**src/rtl/mem_dump_reader.sv**
```systemverilog
// rtl/mem_dump_reader.sv - end-of-run data memory dump reader
//
// Waits for the halt word on the ID-stage instruction, lets the pipeline
// drain, then owns the memory read port and streams NUM_WORDS words out on
// a valid/ready interface. A watchdog ends the run if no halt ever arrives.
//
// Ports:
//   CLK, RESET            clock, synchronous active-high reset
//   INSTR_D[31:0]         ID-stage instruction, watched for the halt word
//   MEM_SEL               1 while this block drives the memory address mux
//   MEM_ADDR[31:0]        word address presented to memory
//   MEM_RDATA[31:0]       combinational read data for MEM_ADDR
//   OUT_VALID/OUT_READY   output word handshake
//   OUT_DATA[31:0]        dumped word
//   OUT_INDEX[IDX_W-1:0]  index of OUT_DATA within the dump
//   DONE                  sticky, dump finished or watchdog fired
//   TIMEOUT               sticky, watchdog fired before a halt was seen
module mem_dump_reader #(
  parameter int unsigned DRAIN_CYCLES = 5,
  parameter int unsigned NUM_WORDS    = 50,
  parameter logic [31:0] BASE_ADDR    = 32'd0,
  parameter int unsigned MAX_CYCLES   = 200,
  parameter int unsigned IDX_W        = 8
) (
  input  logic             CLK,
  input  logic             RESET,
  input  logic [31:0]      INSTR_D,
  output logic             MEM_SEL,
  output logic [31:0]      MEM_ADDR,
  input  logic [31:0]      MEM_RDATA,
  output logic             OUT_VALID,
  input  logic             OUT_READY,
  output logic [31:0]      OUT_DATA,
  output logic [IDX_W-1:0] OUT_INDEX,
  output logic             DONE,
  output logic             TIMEOUT
);

  typedef enum logic [2:0] {
    IDLE,
    DRAIN,
    READ,
    SEND,
    FIN
  } state_t;

  localparam logic [31:0]      HALT_WORD  = 32'hFFFF_FFFF;
  localparam logic [31:0]      WD_LAST    = 32'(MAX_CYCLES - 1);
  localparam logic [31:0]      DRAIN_LAST = 32'(DRAIN_CYCLES - 1);
  localparam logic [IDX_W-1:0] LAST_IDX   = IDX_W'(NUM_WORDS - 1);
  localparam logic [IDX_W-1:0] IDX_ONE    = IDX_W'(1);

  state_t           state;
  logic [31:0]      cyc_cnt;
  logic [31:0]      drain_cnt;
  logic [IDX_W-1:0] idx;

  always_ff @(posedge CLK) begin
    if (RESET) begin
      state     <= IDLE;
      cyc_cnt   <= 32'd0;
      drain_cnt <= 32'd0;
      idx       <= '0;
      MEM_SEL   <= 1'b0;
      MEM_ADDR  <= 32'd0;
      OUT_VALID <= 1'b0;
      OUT_DATA  <= 32'd0;
      OUT_INDEX <= '0;
      DONE      <= 1'b0;
      TIMEOUT   <= 1'b0;
    end else begin
      case (state)
        IDLE: begin
          // Halt detection takes priority over a watchdog expiring on the same edge.
          if (INSTR_D == HALT_WORD) begin
            state     <= DRAIN;
            drain_cnt <= 32'd0;
          end else if (cyc_cnt == WD_LAST) begin
            state   <= FIN;
            DONE    <= 1'b1;
            TIMEOUT <= 1'b1;
          end else begin
            cyc_cnt <= cyc_cnt + 32'd1;
          end
        end
        DRAIN: begin
          // MEM_SEL/MEM_ADDR are registered, so they are set up on the way
          // into READ and are already valid during the READ cycle.
          if (drain_cnt == DRAIN_LAST) begin
            state    <= READ;
            MEM_SEL  <= 1'b1;
            MEM_ADDR <= BASE_ADDR + 32'(idx);
          end else begin
            drain_cnt <= drain_cnt + 32'd1;
          end
        end
        READ: begin
          OUT_DATA  <= MEM_RDATA;
          OUT_INDEX <= idx;
          OUT_VALID <= 1'b1;
          state     <= SEND;
        end
        SEND: begin
          if (OUT_VALID && OUT_READY) begin
            OUT_VALID <= 1'b0;
            if (idx == LAST_IDX) begin
              state   <= FIN;
              DONE    <= 1'b1;
              MEM_SEL <= 1'b0;
            end else begin
              idx      <= idx + IDX_ONE;
              MEM_ADDR <= BASE_ADDR + 32'(idx) + 32'd1;
              state    <= READ;
            end
          end
        end
        FIN: begin
          DONE      <= 1'b1;
          MEM_SEL   <= 1'b0;
          OUT_VALID <= 1'b0;
        end
        default: state <= IDLE;
      endcase
    end
  end

endmodule

```
**config.mk**
```make
export PLATFORM = sky130hd
export DESIGN_NAME = mem_dump_reader
export DESIGN_NICKNAME = d
export VERILOG_FILES = /design/src/rtl/mem_dump_reader.sv
export SDC_FILE = /design/constraint.sdc
export NUM_CORES = 1
export LEC_CHECK = 0
export CELL_PAD_IN_SITES_DETAIL_PLACEMENT = 1
export CELL_PAD_IN_SITES_GLOBAL_PLACEMENT = 2
export CORE_MARGIN = 2
export CORE_UTILIZATION = 31
export CTS_CLUSTER_DIAMETER = 200
export DETAILED_ROUTE_END_ITERATION = 10
export PLACE_DENSITY = 0.9
export REMOVE_ABC_BUFFERS = 1
export SYNTH_ARGS = -nofsm -noshare
export SYNTH_HDL_FRONTEND = slang
export SYNTH_SLANG_ARGS = --single-unit
```
**constraint.sdc**
```tcl
create_clock -name CLK -period 5.45 [get_ports CLK]
set_input_delay 1.3625 -clock CLK [delete_from_list [all_inputs] [get_ports CLK]]
set_output_delay 1.3625 -clock CLK [all_outputs]
set_load 0.03 [all_outputs]
```
## Word-level counts from Yosys, hierarchy flattened

Cells that the tools add are included.

| word-level totals | value |
|---|---|
| input port bits | 67 |
| word-level logic and storage cells | 76 |
| register bits | 151 |
| output and inout port bits | 76 |

| cells by class | value |
|---|---|
| bitwise logic cells | 4 |
| mux-type cells | 24 |
| reductions and logical operators | 16 |
| eq/ne operators | 17 |
| $add $sub $neg | 4 |

Operators with widths:

| cell | count |
|---|---|
| $mux 32 | 5 |
| $pmux 32 s2 | 2 |
| $add 32x1->32 const B | 2 |
| $eq 32x3->1 const B | 1 |
| $eq 32x32->1 const B | 1 |
| $eq 32x8->1 const B | 1 |
| $ne 2x2->1 const B | 8 |
| $mux 3 | 5 |
| $pmux 3 s5 | 1 |
| $reduce_and 3->1 | 4 |
| $reduce_and 4->1 | 3 |
| $add 8x1->9 const B | 1 |
| $pmux 1 s3 | 3 |
| $reduce_bool 3->1 | 3 |
| $add 8x1->8 const B | 1 |
| $eq 8x6->1 const B | 1 |
| $mux 1 | 8 |
| $eq 3x2->1 const B | 2 |
| $reduce_and 5->1 | 1 |
| $not 1->1 | 4 |
| $reduce_bool 2->1 | 2 |
| $eq 3x1->1 const B | 1 |
| $eq 3x3->1 const B | 1 |
| $logic_not 3->1 | 1 |
| other kinds (3) | 3 |

## Logic depth before layout (Yosys ltp)

Gate-level depths: netlist of run 1.

| logic depth | value |
|---|---|
| depth after elaboration | 4 |
| gate-level depth with buffers | 10 |
| mapped depth without buffers | 8 |

## Worst setup path before layout of run 1

OpenSTA, ideal clock, no wires.

| path | value |
|---|---|
| path kind | input to register |
| start point | in INSTR_D[30] |
| end point | reg drain_cnt[22] |
| buffers on the path | 1 |
| stages on the path | 7 |
| path slack | 2550 ps |
| arrival time | 2829 ps |
| library setup time | 71 ps |
| cells stage by stage | nand4_1 > nor4_1 > nand3_1 > and2_1 > buf_6 > or3_1 > a21oi_1 |

| on the way | value |
|---|---|
| word-level cells in the longest chain between the ends | 3 |

RTL lines:

| element | line | source |
|---|---|---|
| from (decl) | 27 | `input logic [31:0] INSTR_D,` |
| $eq 32x32->1 | 75 | `if (INSTR_D == HALT_WORD) begin` |
| $ne 2x2->1 (no source line) | - |  |
| $reduce_and 3->1 (no source line) | - |  |
| to (signal assigned) | 94 | `drain_cnt <= drain_cnt + 32'd1;` |
| to (decl) | 55 | `logic [31:0] drain_cnt;` |

Every way passes these cells.
A chain may end at the register's enable or synchronous reset.

## Worst setup path in the final report of run 1

| path | value |
|---|---|
| start point | in INSTR_D[13] |
| end point | reg cyc_cnt[26] |

| on the way | value |
|---|---|
| word-level cells in the longest chain between the ends | 3 |

RTL lines:

| element | line | source |
|---|---|---|
| $eq 32x32->1 | 75 |  |
| $not 1->1 (no source line) | - |  |
| $reduce_and 3->1 (no source line) | - |  |
| to (signal assigned) | 83 | `cyc_cnt <= cyc_cnt + 32'd1;` |
| to (decl) | 54 | `logic [31:0] cyc_cnt;` |

Every way passes these cells.

==> impl_metrics.toml, run 1 <==
[sta]
finalSetupTns_ns = 0
finalSetupViolations = 0
timing.final.crit_period_ns = 3.77
skew_ns = 0.00652
fin_crit_sh_pct = 69.2
max_freq_mhz = 265
finalHoldViolCount = 0
rsz0062_at_grt = "false"
tightest_slew_ns = 1.04
slew_violations = 0
slew_headroom_pct = 30.1

[routing]
drt_iter0_drc = 291
drt-total-wl_microns = 18100
ant_nets = 0
dr.pass1.iters = 4
wl_per_cell_microns = 15.6
vias_per_cell = 5.07
drc = 0
via_count = 5875

[logic_synthesis]
synth.avg_cell_area_sq_um = 7.94
synth_warnings = 0
synth_flop_cell = "dfxtp_1"
synth_cells = 786
async_reset_ff_share_pct = 0
synth.ff_latch_count = 128
synth-seq-area-share_pct = 41.1
ys_types = 59
synth_edf_count = 0
netlist_area_sq_um = 6240

[cts]
h-tree-depth = 4
cts.sinks = 128
ctsHoldBuffers = 0
cts_resized = 0
postCtsSetupBuffers = 0
max-clock-path-buffers = 2
cts-root-buf = "clkbuf_16"
cts.clk_slew.worst_paths_ns = 0.06
clk_latency_ns = 0.42
cts_made_buffers = 17
cts_tree = "done"

[pwr]
p_sw_uw = 508
power.density_nw_per_um2 = 269
irDropWorstVdd_v = 0.000206
p_int_uw = 1660
p_sw_share_pct = 23.4
total_leakage_power_uw = 0.00267
power_frac_seq_pct = 43.3
combPwrFrac_pct = 4.3
power_frac_clock_pct = 52.3

[global_route]
met2_usage_pct = 29.6
top_usage_layer = "met2"
met3_usage_pct = 4.14
grt_pass1_wl_microns = 30700
use_met1_pct = 22.5
antenna_found_initial = 0
overflow = 0
grt_max_degree = 75
grt_pass1_vias = 5950
grt_usage_pct = 17.6

[die]
initial_utilization_pct = 31.8
die_h_microns = 146
dieWidth_microns = 146
die-area_sq_um = 21300
boundaryPins = 143
core_sq_um = 19600
rows = 51

[cells_and_area]
syn2layout_area_growth_pct = 29.2
fin_area_sq_um = 8060
nets = 953
drive_gt1_share_pct = 6.15
antennaDiodeCount = 0
final_cells = 1159

[worst_setup_path]
worst-path-max-fanout = 12
crit_required_ns = 5.76
crit_path_end_kind = "register"
critPathLaunchType = "input port"
cp.arrival_ns = 4.08
critPathKind = "in2reg"

[status]
outcome = "finished clean"

[place]
hpwl_microns = 12600
placed_area_sq_um = 7470
gp_congestion = 0.806
dp_cells = 1127
port_buffers = 119

[run]
maxCapViolCount = 0

[hold_path]
hold_class = "reg2reg"
[cell families after synthesis]
group,synth area share (%)
adder cells (fa/ha/maj),1.00
buffers and inverters,7.34
flip-flops,41.1
other,0.0601
AO/OA/AOI/OAI,14.9
AND/OR/NAND/NOR,29.5
XOR/XNOR,4.77
multiplexers,1.34
[cell type report]
cell class | count | area (sq um)
multi-input cells | 597 | 3300
clock buffers | 17 | 425
inverters | 12 | 45.0
fillers | 2351 | 11500
flip-flops and latches | 128 | 2560
well taps | 265 | 332
clock inverters | 15 | 160
repair buffers | 125 | 1230
[cells in the mapped netlist, drive strengths merged (12+ instances only)]
cell    instances  area [sq um]
nand3          30           150
inv            12          45.0
nor3           14          80.1
nor4           23           180
xor2           24           210
clkbuf         32           121
buf            39           292
o21ai          29           156
and3           13          81.3
nand4          40           250
nor2           76           285
dfxtp         128          2560
nand2         133           504
a21oi          77           385
[routing by layer]
metal | up-vias | share of wire, %
met5 | - | 0
met4 | 0 | 1.3
met3 | 18 | 3.0
met2 | 94 | 48
met1 | 2837 | 47
li1 | 2926 | -
[power by group through the flow]
stage	Clock, uW	Sequential (uW)	Combinational, uW
floorplan	0	960	29.1
global placement	0	960	93.2
detailed placement	0	960	94.4
CTS	1170	939	94.8
global route	1210	939	101
finish	1130	939	94.1
[per-stage QoR]
step	power [uW]	setup WS (ns)	utilization, %	hold WS [ns]
finish	2170	1.68	41.1	0.453
CTS	2200	1.72	41.1	0.455
floorplan	989	1.54	-	0.439
global route	2250	1.52	41.1	0.474
detailed placement	1050	1.29	38.1	0.448
global placement	1050	1.42	38.1	0.441
[cell usage in the layout (no fill, tap or decap), types with 13 or more instances in the layout]
master / n
dfxtp_1: 128
nor2_1: 76
nand4_1: 40
a21oi_1: 77
nand2_1: 131
conb_1: 23
clkdlybuf4s50_1: 118
nor4_1: 20
nand3_1: 30
o21ai_0: 28
and3_1: 13
xor2_1: 24
clkbuf_16: 17
[path summary, 6_finish.rpt]
path	startpoint	cells past startpoint	endpoint	slack (ns)
hold reg to reg	OUT_DATA[9]$_SDFFE_PP0P_	2	OUT_DATA[9]$_SDFFE_PP0P_	0.45
hold / removal	OUT_DATA[9]$_SDFFE_PP0P_	2	OUT_DATA[9]$_SDFFE_PP0P_	0.45
setup / recovery	INSTR_D[13]	7	cyc_cnt[26]$_SDFFE_PP0P_	1.68
setup reg to reg	state[0]$_SDFFE_PP0P_	6	drain_cnt[23]$_SDFFE_PP0P_	2.28
[worst max-delay path, cell delays in order]
cell and delay [ns]:
clkdlybuf4s50_1 0.40, nand4_1 0.11, nor4_1 0.09, a21boi_1 0.82, nand3_1 0.55, nor3_1 0.37, mux2_2 0.37
[registers in the layout (all words and copies together), names as in the netlist, 3 cells and up]
signal,flops
OUT_INDEX,8
cyc_cnt,32
drain_cnt,32
state,3
idx,8
MEM_ADDR,9
OUT_DATA,32
No activity file was read; power rests on OpenSTA's default activity.
==> inputs of run 2 (changes only) <==
--- a/config.mk
+++ b/config.mk
@@ -8,10 +8,10 @@
 export CELL_PAD_IN_SITES_DETAIL_PLACEMENT = 1
 export CELL_PAD_IN_SITES_GLOBAL_PLACEMENT = 2
 export CORE_MARGIN = 2
-export CORE_UTILIZATION = 31
+export CORE_UTILIZATION = 29
 export CTS_CLUSTER_DIAMETER = 200
 export DETAILED_ROUTE_END_ITERATION = 10
-export PLACE_DENSITY = 0.9
+export PLACE_DENSITY = 0.86
 export REMOVE_ABC_BUFFERS = 1
 export SYNTH_ARGS = -nofsm -noshare
 export SYNTH_HDL_FRONTEND = slang
==> constraint.sdc (replaced) <==
create_clock -name CLK -period 3.69 [get_ports CLK]
set_input_delay 0.9225 -clock CLK [delete_from_list [all_inputs] [get_ports CLK]]
set_output_delay 0.9225 -clock CLK [all_outputs]
set_load 0.03 [all_outputs]
==> run 2 against run 1 <==
Combinational power is 51% higher; final cell count is 1.2% higher; worst hold slack worse by 0.00056 ns; utilization is 2.8 points lower; register-to-register slack worse by 1.4 ns; clock power is 43% higher; global-route usage is 0.85 points lower.
==> impl_metrics.toml, run 2 (synthesis results as in run 1) <==
[sta]
finalHoldViolCount = 0
max_freq_mhz = 342
fin_crit_sh_pct = 79.4
slew_headroom_pct = 44.7
rsz0062_at_grt = "false"
skew_ns = 0.0106
finalSetupTns_ns = 0
slew_violations = 0
tightest_slew_ns = 0.825
finalSetupViolations = 0
timing.final.crit_period_ns = 2.93

[worst_setup_path]
critPathKind = "in2reg"
slowest_delay_ns = 0.47
crit_chain = "clkdlybuf4s50_1 -> nand4_1 -> nor4_1 -> nand3_1 -> and2_1 -> or3_1 -> a21oi_1"
r2r_cells = 6
slowest_stage = "nor4_1"
crit_path_end_kind = "register"
worst-path-max-fanout = 18
critPathLaunchType = "input port"
cp.arrival_ns = 3.28
crit_required_ns = 4.04

[die]
die-area_sq_um = 22700
die_h_microns = 151
rows = 53
initial_utilization_pct = 29.6
boundaryPins = 143
core_sq_um = 21100
dieWidth_microns = 151

[routing]
drt_iter0_drc = 283
dr.pass1.iters = 4
wl_per_cell_microns = 15.6
ant_nets = 0
drt-total-wl_microns = 18300
via_count = 5918
drc = 0
vias_per_cell = 5.05

[place]
placed_area_sq_um = 7520
port_buffers = 119
gp_congestion = 0.756
hpwl_microns = 13100

[run]
maxCapViolCount = 0

[hold_path]
hold_depth = 2
hold_class = "reg2reg"

[cells_and_area]
layout_common_cells = "nand2_1 (130), dfxtp_1 (128), clkdlybuf4s50_1 (118)"
syn2layout_area_growth_pct = 29.6
antennaDiodeCount = 0
fin_area_sq_um = 8080
filler_cell_count = 2555
drive_gt1_share_pct = 6.68
multi_input_area_sq_um = 3300
reg_top3 = "OUT_DATA x32, cyc_cnt x32, drain_cnt x32"
mostFrequentLayoutCell = "nand2_1"
seq_area_sq_um = 2560
nets = 957

[cts]
cts_tree = "done"
clk_latency_ns = 0.42
ctsHoldBuffers = 0
postCtsSetupBuffers = 0
max-clock-path-buffers = 2
h-tree-depth = 4
cts_made_buffers = 17
cts.sinks = 128
cts.clk_slew.worst_paths_ns = 0.06
cts_resized = 0
cts-root-buf = "clkbuf_16"

[global_route]
grt_pass1_wl_microns = 30400
overflow = 0
grt_usage_pct = 16.7
grt_pass1_vias = 5864
antenna_found_initial = 0
grt_max_degree = 47

[pwr]
power.density_nw_per_um2 = 389
total_leakage_power_uw = 0.00269
irDropWorstVdd_v = 0.000303

[status]
outcome = "finished clean"
-- run 2: cell count changes in the layout (fill, tap and decap cells not counted), sizes merged --
| cell | previous run | this run |
|---|---|---|
| inv | 16 | 23 |
| buf | 7 | 11 |
| clkinvlp | 5 | 2 |
| bufinv | 2 | 0 |
| clkinv | 4 | 2 |
-- run 2: area by class of cell --
cell class                 count  share of cell area (%)
clock buffer                  17                    5.26
clock inverter                15                    1.72
inverter                      12                   0.557
multi-input combinational    597                    40.9
sequential                   128                    31.7
tap                          275                    4.26
timing repair buffer         129                    15.6
-- run 2: stage by stage --
step / utilization (%) / std cells / total power (uW) / worst slack [ns] / hold slack, ns
2_1_floorplan: - / 737 / 1460 / 0.215 / 0.439
3_3_place_gp: 35.7 / 1141 / 1560 / 0.375 / 0.441
3_5_place_dp: 35.7 / 1141 / 1560 / 0.307 / 0.448
4_1_cts: 38.3 / 1173 / 3190 / 0.731 / 0.455
5_1_grt: 38.3 / 1173 / 3270 / 0.459 / 0.474
6_report: 38.3 / 1173 / 3150 / 0.762 / 0.452
-- run 2: critical path: cells and delay by family --
kind                   cells  cell delay (ns)
and+or+nand+nor            5             1.75
buffers and inverters      1             0.46
AOI/OAI and AO/OA          1             0.13
-- run 2: final timing paths --
kind	start	slack (ns)	end
max	INSTR_D[29]	0.76	drain_cnt[22]$_SDFFE_PP0P_
min	OUT_DATA[2]$_SDFFE_PP0P_	0.45	OUT_DATA[2]$_SDFFE_PP0P_
max reg2reg	drain_cnt[21]$_SDFFE_PP0P_	0.89	drain_cnt[23]$_SDFFE_PP0P_
min reg2reg	OUT_DATA[2]$_SDFFE_PP0P_	0.45	OUT_DATA[2]$_SDFFE_PP0P_
-- run 2: where the power goes --
part	switching, uW	internal (uW)	total [uW]
Combinational	73.3	68.3	142
Sequential	3.48	1380	1390
Clock	724	893	1620
Total	801	2350	3150
-- run 2: per-layer routing --
| layer | global-route usage, % | vias up | wire (microns) | share of wire [%] |
|---|---|---|---|---|
| li1 | - | 2944 | - | - |
| met1 | 22.0 | 2841 | 8490 | 46 |
| met2 | 27.7 | 115 | 8950 | 49 |
| met3 | 3.58 | 18 | 645 | 3.5 |
| met4 | 4.72 | 0 | 239 | 1.3 |
| met5 | 0 | - | 0 | 0 |
==> inputs of run 3 (changes only) <==
==> constraint.sdc (replaced) <==
create_clock -name CLK -period 2.75 [get_ports CLK]
set_input_delay 0.6875 -clock CLK [delete_from_list [all_inputs] [get_ports CLK]]
set_output_delay 0.6875 -clock CLK [all_outputs]
set_load 0.03 [all_outputs]
==> run 3 against run 2 <==
Largest cell class unchanged; sequential share of layout area shrank 0.82 points; sequential power grew 34%; clock skew grew 0.0014 ns; worst setup slack lost 0.52 ns; critical path depth grew 1.
==> impl_metrics.toml, run 3 (synthesis results as in run 1) <==
[sta]
skew_ns = 0.0119
fin_crit_sh_pct = 91.1
slew_violations = 0
max_freq_mhz = 399
rsz0062_at_grt = "false"
tightest_slew_ns = 1.10
setup_slack_ns = 0.245
slew_headroom_pct = 26.3
finalSetupViolations = 0
timing.final.crit_period_ns = 2.50
finalHoldViolCount = 0

[worst_setup_path]
slowest_delay_ns = 0.85
reg2reg_from = "drain_cnt[0]$_SDFFE_PP0P_"
critPathKind = "reg2reg"
worst-path-max-fanout = 16
crit_chain = "inv_1 -> ha_1 -> nor4b_1 -> nand4_1 -> o21ai_4 -> nor2_1 -> o21ai_0 -> a31oi_1"
crit_path_end_kind = "register"
crit_path_start = "drain_cnt[0]$_SDFFE_PP0P_"
crit_required_ns = 3.10
cp.arrival_ns = 2.85
critPathLaunchType = "register"
cp_num_buf_inv = 1
slowest_stage = "nor2_1"
critical-path-top-delay-family = "simple AND/OR/NAND/NOR gates"

[cts]
postCtsSetupBuffers = 0
max-clock-path-buffers = 2
h-tree-depth = 4
cts.clk_slew.worst_paths_ns = 0.07
cts_tree = "done"
clk_latency_ns = 0.43
cts_resized = 0
ctsHoldBuffers = 0
cts_made_buffers = 17
cts-root-buf = "clkbuf_16"
cts.sinks = 128

[hold_path]
min_from = "OUT_DATA[28]$_SDFFE_PP0P_"
hold_class = "reg2reg"

[cells_and_area]
reg_top3 = "OUT_DATA x32, cyc_cnt x32, drain_cnt x32"
nets = 978
mostFrequentLayoutCell = "nand2_1"
syn2layout_area_growth_pct = 33.0
antennaDiodeCount = 0
filler_cell_count = 2547
layout_common_cells = "nand2_1 (131), dfxtp_1 (128), clkdlybuf4s50_1 (118)"
drive_gt1_share_pct = 8.71
fin_area_sq_um = 8300

[die]
die-area_sq_um = 22700
core_sq_um = 21100
boundaryPins = 143
dieWidth_microns = 151
initial_utilization_pct = 29.6
rows = 53
die_h_microns = 151

[pwr]
power.density_nw_per_um2 = 526
total_leakage_power_uw = 0.00281
irDropWorstVdd_v = 0.000382

[status]
outcome = "finished clean"

[place]
hpwl_microns = 13200
dp_worst_setup_slack_ns = -0.116
port_buffers = 119
placed_area_sq_um = 7700
gp_congestion = 0.781

[routing]
drt_iter0_drc = 330
vias_per_cell = 4.98
via_count = 5947
drt-total-wl_microns = 18700
drc = 0
dr.pass1.iters = 4
wl_per_cell_microns = 15.7
ant_nets = 0

[global_route]
overflow = 0
top_usage_layer = "met2"
met3_usage_pct = 3.42
grt_pass1_wl_microns = 30200
antenna_found_initial = 0
grt_usage_pct = 16.6
use_met1_pct = 22.1
met2_usage_pct = 27.3
grt_pass1_vias = 5877
grt_max_degree = 97

[run]
maxCapViolCount = 0
-- run 3: changes by cell type in the layout (fill, tap and decap cells not counted), sizes merged --
cell    previous run  this run
buf               11        32
inv               23        19
bufinv             0         2
clkinv             2         4
-- run 3: stage by stage --
step / setup TNS [ns] / utilization (%) / power (uW) / hold slack [ns] / instances
after floorplan: -4.19 / - / 1960 / 0.439 / 737
after global placement: -0.244 / 36.5 / 2090 / 0.441 / 1162
after detailed placement: -1.06 / 36.5 / 2090 / 0.447 / 1162
after CTS: 0 / 39.3 / 4420 / 0.456 / 1194
after global routing: 0 / 39.3 / 4500 / 0.477 / 1194
final: 0 / 39.3 / 4370 / 0.453 / 1194
-- run 3: report_power, final --
| group | switching (uW) | internal [uW] | leakage (uW) |
|---|---|---|---|
| Clock | 952 | 1360 | 0.000288 |
| Sequential | 3.75 | 1860 | 0.00103 |
| Combinational | 97.5 | 92.4 | 0.00150 |
| Total | 1050 | 3310 | 0.00281 |
-- run 3: cell type report --
cell class / instances / area, sq um / area share [%]
flip-flops and latches: 128 / 2560 / 30.9
inverters: 12 / 45.0 / 0.543
multi-input cells: 597 / 3300 / 39.8
clock inverters: 15 / 174 / 2.10
well taps: 275 / 344 / 4.15
clock buffers: 17 / 425 / 5.13
repair buffers: 150 / 1450 / 17.4
-- run 3: worst paths after layout --
check / slack (ns) / to / depth (start not counted)
worst max-delay path: 0.25 / drain_cnt[23]$_SDFFE_PP0P_ / 8
worst min-delay path: 0.45 / OUT_DATA[28]$_SDFFE_PP0P_ / 2
worst max register to register: 0.25 / drain_cnt[23]$_SDFFE_PP0P_ / 8
worst min register to register: 0.45 / OUT_DATA[28]$_SDFFE_PP0P_ / 2
-- run 3: tightest hold or removal path, cell delays in order, from the launching register on --
cell	delay (ns)
dfxtp_1	0.31
nand2_1	0.05
a21oi_1	0.05
-- run 3: metal layers --
layer  vias to the layer above  wire length (microns)
met1                      2843                   8760
met2                       106                   9120
met4                         0                    240
met3                        24                    575
li1                       2974                      -
met5                         -                      0
